File: src/rtl/display_ctrl_pkg.sv
// Shared widths, constants and FSM encoding for the display sequencer.
// Also holds the input saturation helper used at conversion load time.
package display_ctrl_pkg;

   localparam int VAL_W     = 14;
   localparam int BCD_W     = 16;
   localparam int SHIFT_CYC = VAL_W;

   localparam logic [3:0]       DIG_BLANK = 4'hF;
   localparam logic [VAL_W-1:0] MAX_VAL   = 14'd9999;

   typedef enum logic [1:0] {
      ST_IDLE   = 2'd0,
      ST_LOAD   = 2'd1,
      ST_SHIFT  = 2'd2,
      ST_COMMIT = 2'd3
   } state_t;

   function automatic logic [VAL_W-1:0] sat_val(input logic [VAL_W-1:0] v);
      return (v > MAX_VAL) ? MAX_VAL : v;
   endfunction

endpackage

File: src/rtl/display_ctrl_bin2bcd.sv
// Sequential shift-add-3 binary to BCD converter: one start cycle, then one shift per bit.
// done is high during the final shift cycle, so bcd is valid from the following cycle.
module bin2bcd_seq
   import display_ctrl_pkg::*;
(
   input  logic             CLK,
   input  logic             rst,
   input  logic             start,
   input  logic [VAL_W-1:0] bin,
   output logic             done,
   output logic [BCD_W-1:0] bcd
);

   logic [BCD_W-1:0] acc_reg;
   logic [VAL_W-1:0] sr_reg;
   logic [3:0]       cnt_reg;
   logic             run_reg;
   logic [BCD_W-1:0] acc_adj;

   genvar gi;
   generate
      for (gi = 0; gi < BCD_W/4; gi++) begin : g_adj
         assign acc_adj[gi*4 +: 4] = (acc_reg[gi*4 +: 4] >= 4'd5) ?
                                     acc_reg[gi*4 +: 4] + 4'd3 : acc_reg[gi*4 +: 4];
      end
   endgenerate

   assign done = run_reg && (cnt_reg == 4'(SHIFT_CYC-1));
   assign bcd  = acc_reg;

   always_ff @(posedge CLK or posedge rst) begin
      if (rst) begin
         acc_reg <= '0;
         sr_reg  <= '0;
         cnt_reg <= '0;
         run_reg <= 1'b0;
      end else if (start) begin
         acc_reg <= '0;
         sr_reg  <= sat_val(bin);
         cnt_reg <= '0;
         run_reg <= 1'b1;
      end else if (run_reg) begin
         {acc_reg, sr_reg} <= {acc_adj, sr_reg} << 1;
         cnt_reg           <= cnt_reg + 4'd1;
         if (done)
            run_reg <= 1'b0;
      end
   end

endmodule

File: src/rtl/display_ctrl.sv
// Display sequencer: arbitrates balance vs timed message, converts to BCD, blanks leading
// zeros, applies blink and generates the scanner clock.
module display_ctrl
   import display_ctrl_pkg::*;
#(
   parameter int SCAN_DIV  = 1000,
   parameter int HOLD_CYC  = 5000,
   parameter int BLINK_DIV = 2500
)(
   input  logic             CLK,
   input  logic             rst,
   input  logic [VAL_W-1:0] bal_val,
   input  logic             bal_upd,
   input  logic [VAL_W-1:0] msg_val,
   input  logic             msg_req,
   output logic             msg_ack,
   input  logic             blink_en,
   output logic [3:0]       D3,
   output logic [3:0]       D2,
   output logic [3:0]       D1,
   output logic [3:0]       D0,
   output logic             scan_clk,
   output logic             busy,
   output logic             src_msg
);

   localparam int SCAN_W  = $clog2(SCAN_DIV + 1);
   localparam int HOLD_W  = $clog2(HOLD_CYC + 1);
   localparam int BLINK_W = $clog2(BLINK_DIV + 1);

   state_t             state_reg;
   logic [VAL_W-1:0]   val_reg;
   logic               pend_reg;
   logic               hold_reg;
   logic [HOLD_W-1:0]  hold_cnt_reg;
   logic               busy_reg;
   logic               ack_reg;
   logic [BCD_W-1:0]   dig_reg;

   logic [SCAN_W-1:0]  scan_cnt_reg;
   logic               scan_clk_reg;
   logic [BLINK_W-1:0] blink_cnt_reg;
   logic               blink_off_reg;

   logic               conv_start;
   logic               conv_done;
   logic [BCD_W-1:0]   conv_bcd;
   logic [BCD_W-1:0]   dig_blanked;
   logic [4:1]         lead_zero;

   logic               grant_msg;
   logic               take_bal;
   logic               hold_expire;

   assign grant_msg   = (state_reg == ST_IDLE) && msg_req;
   assign take_bal    = (state_reg == ST_IDLE) && !msg_req && pend_reg && !hold_reg;
   assign hold_expire = hold_reg && (hold_cnt_reg == HOLD_W'(HOLD_CYC-1));
   assign conv_start  = (state_reg == ST_LOAD);

   bin2bcd_seq u_bcd (
      .CLK   (CLK),
      .rst   (rst),
      .start (conv_start),
      .bin   (val_reg),
      .done  (conv_done),
      .bcd   (conv_bcd)
   );

   // A digit is blanked while it and every more significant digit are zero; units never blank.
   assign lead_zero[4] = 1'b1;
   genvar gi;
   generate
      for (gi = 0; gi < 4; gi++) begin : g_blank
         if (gi == 0) begin : g_units
            assign dig_blanked[3:0] = conv_bcd[3:0];
         end else begin : g_upper
            assign lead_zero[gi] = lead_zero[gi+1] && (conv_bcd[gi*4 +: 4] == 4'd0);
            assign dig_blanked[gi*4 +: 4] = lead_zero[gi] ? DIG_BLANK : conv_bcd[gi*4 +: 4];
         end
      end
   endgenerate

   always_ff @(posedge CLK or posedge rst) begin
      if (rst) begin
         state_reg    <= ST_IDLE;
         val_reg      <= '0;
         pend_reg     <= 1'b1;
         hold_reg     <= 1'b0;
         hold_cnt_reg <= '0;
         busy_reg     <= 1'b0;
         ack_reg      <= 1'b0;
         dig_reg      <= {4{DIG_BLANK}};
      end else begin
         ack_reg <= 1'b0;

         // New update requests win over the clear so no change is ever lost.
         if (bal_upd || hold_expire)
            pend_reg <= 1'b1;
         else if (take_bal)
            pend_reg <= 1'b0;

         if (grant_msg) begin
            hold_reg     <= 1'b1;
            hold_cnt_reg <= '0;
         end else if (hold_expire) begin
            hold_reg <= 1'b0;
         end else if (hold_reg) begin
            hold_cnt_reg <= hold_cnt_reg + 1'b1;
         end

         case (state_reg)
            ST_IDLE: begin
               if (grant_msg) begin
                  ack_reg   <= 1'b1;
                  val_reg   <= msg_val;
                  busy_reg  <= 1'b1;
                  state_reg <= ST_LOAD;
               end else if (take_bal) begin
                  val_reg   <= bal_val;
                  busy_reg  <= 1'b1;
                  state_reg <= ST_LOAD;
               end
            end
            ST_LOAD: state_reg <= ST_SHIFT;
            ST_SHIFT: begin
               if (conv_done) begin
                  busy_reg  <= 1'b0;
                  state_reg <= ST_COMMIT;
               end
            end
            ST_COMMIT: begin
               dig_reg   <= dig_blanked;
               state_reg <= ST_IDLE;
            end
            default: state_reg <= ST_IDLE;
         endcase
      end
   end

   always_ff @(posedge CLK or posedge rst) begin
      if (rst) begin
         scan_cnt_reg  <= '0;
         scan_clk_reg  <= 1'b0;
         blink_cnt_reg <= '0;
         blink_off_reg <= 1'b0;
      end else begin
         if (scan_cnt_reg == SCAN_W'(SCAN_DIV-1)) begin
            scan_cnt_reg <= '0;
            scan_clk_reg <= ~scan_clk_reg;
         end else begin
            scan_cnt_reg <= scan_cnt_reg + 1'b1;
         end

         if (blink_cnt_reg == BLINK_W'(BLINK_DIV-1)) begin
            blink_cnt_reg <= '0;
            blink_off_reg <= ~blink_off_reg;
         end else begin
            blink_cnt_reg <= blink_cnt_reg + 1'b1;
         end
      end
   end

   // Blink only masks the outputs; the committed digits stay intact underneath.
   assign {D3, D2, D1, D0} = (blink_en && blink_off_reg) ? {4{DIG_BLANK}} : dig_reg;
   assign scan_clk = scan_clk_reg;
   assign busy     = busy_reg;
   assign msg_ack  = ack_reg;
   assign src_msg  = hold_reg;

endmodule

File: config.mk
export PLATFORM = sky130hd
export DESIGN_NAME = display_ctrl
export DESIGN_NICKNAME = d
export VERILOG_FILES = /design/src/rtl/display_ctrl_pkg.sv /design/src/rtl/display_ctrl_bin2bcd.sv /design/src/rtl/display_ctrl.sv
export SDC_FILE = /design/constraint.sdc
export NUM_CORES = 1
export LEC_CHECK = 0
export ABC_AREA = 1
export BUFFER_PORTS_ARGS = -buffer_cell sky130_fd_sc_hd__buf_2
export CELL_PAD_IN_SITES_DETAIL_PLACEMENT = 0
export CELL_PAD_IN_SITES_GLOBAL_PLACEMENT = 1
export CORE_ASPECT_RATIO = 0.75
export CORE_MARGIN = 5
export CORE_UTILIZATION = 48
export CTS_CLUSTER_SIZE = 16
export DETAILED_ROUTE_END_ITERATION = 12
export GPL_TIMING_DRIVEN = 0
export HOLD_SLACK_MARGIN = 0.03
export PLACE_DENSITY_LB_ADDON = 0.12
export SETUP_SLACK_MARGIN = 0.3
export SYNTH_ARGS = -nofsm -noshare
export SYNTH_HDL_FRONTEND = slang
export SYNTH_HIERARCHICAL = 1
export SYNTH_SLANG_ARGS = --single-unit
File: constraint.sdc
create_clock -name CLK -period 5.3 [get_ports CLK]
set_input_delay 0.265 -clock CLK [delete_from_list [all_inputs] [get_ports CLK]]
set_output_delay 0.265 -clock CLK [all_outputs]
set_load 0.01 [all_outputs]
# Word level (Yosys, flattened, before mapping)
# Cells that the tools add are included.
# op_classes
n_lt_le_gt_ge	5
eq_ne	10
bitwise_logic	2
reduce_logical	26
muxes	39
n_addsub	8
# op_table
operator	count
14-bit two-way mux	5
16-bit two-way mux	3
13-bit two-way mux	3
4-bit two-way mux	8
4-bit by 3-bit greater-or-equal comparator with 1-bit output (second input constant)	4
14-bit greater-than comparator (second input constant)	1
13-bit by 1-bit adder with 13-bit output (second input constant)	1
13-bit == test (second input constant)	1
12-bit by 1-bit adder with 12-bit output (second input constant)	1
4-bit by 2-bit adder with 4-bit output (second input constant)	3
12-bit == test (second input constant)	1
4-bit zero test	3
1-bit two-way mux	12
12-bit two-way mux	1
2-bit nonzero test	6
10-bit by 1-bit adder with 10-bit output (second input constant)	1
10-bit == test (second input constant)	1
10-bit two-way mux	1
1-bit logical AND	9
2-bit case mux with 4 select lines	1
2-bit two-way mux	3
2-bit AND reduction	3
4-bit by 1-bit adder with 4-bit output (second input constant)	1
2-bit == test (second input constant)	2
12 further kinds	15
# word_totals
wordCells	106
ff_bits	108
input_bits	33
out_inout_bits	20

# Logic depth before layout (Yosys ltp)
# logic_depth
word_depth	7
depth_mapped	9

# Cells and area by module
# The synthesis kept the hierarchy.
# modules_own_cells
mod	cells_per_inst	area_each_um2	n_inst
display_ctrl	482	3753.6	1
bin2bcd_seq	250	1938.1	1

# Least setup slack after synthesis
# OpenSTA, ideal clock, no wires.
# synth_timing
path_kind	register -> register
startpoint	reg state_reg[0]
endpoint	reg val_reg[13]
arrival_ns	1.258
n_path_buf	1
path_slack_ns	3.913
t_required_ns	5.170
path_stages_with_launch	7
path_cell_list	dfrtp_1 -> inv_1 -> ha_1 -> nand4_1 -> nand2_2 -> buf_2 -> a31oi_1
# synth_via
elab_chain_len	6
word_cells_on_any_way	8
# synth_lines
item	line_no	source
start, declared	display_ctrl.sv:31	state_t state_reg;
start signal, assigned	display_ctrl.sv:85	state_reg <= ST_IDLE;
start signal, assigned	display_ctrl.sv:117	state_reg <= ST_LOAD;
start signal, assigned	display_ctrl.sv:121	state_reg <= ST_LOAD;
2-bit zero test (*)	display_ctrl.sv:55, display_ctrl.sv:56, display_ctrl.sv:111	
1-bit logical AND (3 in a row)	display_ctrl.sv:56	assign take_bal = (state_reg == ST_IDLE) && !msg_req && pend_reg && !hold_reg;
2-bit nonzero test (no source line)	-	
2-bit AND reduction (no source line)	-	
end signal, assigned	display_ctrl.sv:115	val_reg <= msg_val;
end signal, assigned	display_ctrl.sv:119	val_reg <= bal_val;
end, declared	display_ctrl.sv:32	logic [VAL_W-1:0] val_reg;
# Every way passes the cells marked *; elsewhere a longest branch is shown, timed or not.
# A chain may end at the register's enable or synchronous reset.

# Final worst setup path
# layout_timing
startpoint	reg blink_off_reg
endpoint	out D3[2]
# layout_via
elab_chain_len	2
# layout_lines
item	line_no	source
start, declared	display_ctrl.sv:43	logic blink_off_reg;
start signal, assigned	display_ctrl.sv:156	blink_off_reg <= ~blink_off_reg;
1-bit logical AND	display_ctrl.sv:164	assign {D3, D2, D1, D0} = (blink_en && blink_off_reg) ? {4{DIG_BLANK}} : dig_reg;
16-bit two-way mux	display_ctrl.sv:164	
end, declared	display_ctrl.sv:18	output logic [3:0] D3,
# Every way passes these cells.

==> impl_metrics.env <==
export IMPL_clk_path_buf_depth=2
export IMPL_synth_mux_area_share_pct=0
export IMPL_final_nets=847
export IMPL_synth_seq_area_share_pct=47.9
export IMPL_die_w_um=136
export IMPL_setup_viol=0
export IMPL_reg2reg_from="state_reg[0]$_DFFE_PP0P_"
export IMPL_synthArstFlopShare_pct=100
export IMPL_r2r_end="val_reg[8]$_DFFE_PP0P_"
export IMPL_crit_path_end="D3[2]"
export IMPL_dr_total_vias=4664
export IMPL_r2r_slack_ps=3640
export IMPL_syn2layout_area_growth_pct=13.8
export IMPL_avgRoutedWirePerCell_um=12.3
export IMPL_wl_um=11800
export IMPL_place_congestion=0.810
export IMPL_netlist_top_cells_count="nand2_1 (213), inv_1 (103), dfrtp_1 (91)"
export IMPL_post_dp_cell_area_sq_mm=0.00618
export IMPL_die_h_um=104
export IMPL_synth_top_family_by_area="simple AND/OR/NAND/NOR gates"
export IMPL_pwr_share_seq_pct=54.0
export IMPL_clk_pin_slew_ps=70
export IMPL_ys_types=32
export IMPL_htree_levels=3
export IMPL_gr_usage_met2_pct=27.2
export IMPL_grt_start_max_net_pins=39
export IMPL_p_total_w=0.00153
export IMPL_p_per_area_mw_per_mm2=236
export IMPL_synth_most_common_cell="nand2_1"
export IMPL_hold_path_class="primary input to register"
export IMPL_fin_crit_ps=1790
export IMPL_synth_seq_cells=108
export IMPL_grt_first_pass_wirelength_um=20600
export IMPL_combPwrFrac_pct=2.2
export IMPL_crit_start="blink_off_reg$_DFFE_PP0N_"
export IMPL_final_area_sq_mm=0.00648
export IMPL_synth_fp_nets=782
export IMPL_rsz0062_at_grt="false"
export IMPL_post_synth_top_area_cell="dfrtp_1"
export IMPL_relSlewSlack_pct=51.1
export IMPL_cts_resized=0
export IMPL_crit_required_ps=5040
export IMPL_cts_sinks=108
export IMPL_first_pass_iters=4
export IMPL_synthFlopType="dfrtp_1"
export IMPL_fin_ws_ps=3510
export IMPL_num_io_pins=53
export IMPL_instances_no_fill=964
export IMPL_slew_viol_final=0
export IMPL_pre_cts_ws_ps=3630
export IMPL_p_sw_share_pct=21.2
export IMPL_cp_arrival_ps=1520
export IMPL_end_kind="output pin"
export IMPL_antenna_diode_count=0
export IMPL_numCtsBuffers=9
export IMPL_netlist_instances=732
export IMPL_cts_tree="yes"
export IMPL_grt_busiest_layer="met2"
export IMPL_clock_latency_ps=350
export IMPL_synth_fa_ha_area_share_pct=3.74
export IMPL_finalCritPeriodShare_pct=33.7
export IMPL_worst_slew_pin_slew_ps=733
export IMPL_clock_skew_ps=8.72
export IMPL_max_cap_viol_count=0
export IMPL_use_met3_pct=4.30
export IMPL_syn_avg_cell_area_sq_um=7.78
export IMPL_synth_simple_area_share_pct=26.9
export IMPL_rows=34
export IMPL_grt_use_met1_pct=25.2
export IMPL_synth_compound_area_share_pct=9.50
export IMPL_drive_gt1_share_pct=16.0
export IMPL_path_class="register to output pin"
export IMPL_synth_edf_count=0
export IMPL_rr_worst_depth=6
export IMPL_startpoint_type="register"
export IMPL_dp_hpwl_um=8700
export IMPL_drtIter0Drc=199
export IMPL_clkPwrFrac_pct=43.8
export IMPL_start_util_pct=49.0
export IMPL_clock_fmax_ghz=0.560
export IMPL_drc_errors=0
export IMPL_p_sw_w=0.000323
export IMPL_io_buffers=52
export IMPL_ant_nets=0
export IMPL_leakagePower_nw=3.44
export IMPL_ir_worst_vdd_v=0.000169
export IMPL_root_buffer="clkbuf_16"
export IMPL_ys_warnings_count=6
export IMPL_antenna_found_initial=0
export IMPL_grt_total_usage_pct=17.9
export IMPL_yosys_top_cells_area="dfrtp_1 (40%), nand2_1 (14%), dfstp_2 (7.8%), inv_1 (6.8%), nor2_1 (5.4%)"
export IMPL_placed_cells=947
export IMPL_synthXorXnorAreaFrac_pct=2.46
export IMPL_synth_area_sq_mm=0.00569
export IMPL_fillers=1125
export IMPL_core_area_sq_mm=0.0116
export IMPL_tns_ps=0
export IMPL_cp_max_fo=10
export IMPL_via_per_inst=4.84
export IMPL_internal_power_w=0.00120
export IMPL_synth_top_area_share_pct=40.0
export IMPL_die_area_sq_mm=0.0142
export IMPL_gr_total_overflow=0
export IMPL_status="complete, no violations"
export IMPL_grt_pass1_vias=4462
export IMPL_hold_violations=0
-- final cells by class --
| cell class | count | area (sq um) | share of cell area [%] |
|---|---|---|---|
| clock buffer | 10 | 229 | 3.53 |
| inverter | 112 | 423 | 6.53 |
| buffer | 19 | 124 | 1.91 |
| tap | 162 | 203 | 3.13 |
| timing repair buffer | 54 | 290 | 4.48 |
| multi-input combinational | 493 | 2420 | 37.4 |
| sequential | 108 | 2720 | 42.1 |
| clock inverter | 6 | 61.3 | 0.946 |
-- placed cells by master, fill, tap and decap left out, types with 10 or more instances in the layout --
cell type  instances
buf_2             58
a31oi_1           19
dfstp_2           17
xor2_1            14
nand3_1           29
inv_2             10
nor2_1            82
inv_1            101
ha_1              17
nand2_1          213
o22ai_1           13
a21oi_1           24
o21ai_0           33
dfrtp_1           91
-- routing by layer --
layer,vias up,wire length (um)
li1,2430,-
met1,2114,6020
met2,103,5030
met3,17,573
met4,0,191
met5,-,0
-- power by group through the flow --
stage	Sequential, W	Clock [W]	Combinational (W)
floorplan	0.000840	0	0.0000146
global placement	0.000840	0	0.0000321
detailed placement	0.000840	0	0.0000351
CTS	0.000824	0.000691	0.0000357
global route	0.000824	0.000724	0.0000399
finish	0.000824	0.000668	0.0000335
-- logic make-up (layout without fill, tap and decap cells) --
family                   after synthesis  after routing
flip-flops                           108            108
buffers and inverters                131            201
AO/OA/AOI/OAI                         98             98
adder cells (fa/ha/maj)               17             17
AND/OR/NAND/NOR                      362            362
XOR/XNOR                              16             16
-- through the flow --
step / hold slack (ps) / utilization (%)
detailed placement: 353 / 53.2
global placement: 448 / 53.0
global route: 147 / 55.8
floorplan: 376 / -
finish: 146 / 55.8
CTS: 141 / 55.8
-- worst min path at each step --
stage,from,endpoint,cells past startpoint
finish,bal_upd,pend_reg$_DFFE_PP1P_,3
global route,bal_upd,pend_reg$_DFFE_PP1P_,3
CTS,bal_upd,pend_reg$_DFFE_PP1P_,3
detailed placement,rst,scan_cnt_reg[6]$_DFF_PP0_,2
global placement,scan_cnt_reg[0]$_DFF_PP0_,scan_cnt_reg[0]$_DFF_PP0_,1
floorplan,bal_upd,pend_reg$_DFFE_PP1P_,2
-- worst max-delay path, stage by stage (launching register included) --
cell and delay (ps):
dfrtp_1 390, nand2_1 190, clkbuf_1 340, nand2_1 100, buf_2 160
-- timing repair --
action / in CTS / in global routing
hold endpoints to repair: 34 / 0
hold buffers: 1 / 0
buffers inserted: 0 / 0
Power figures use the tool's default switching activity.
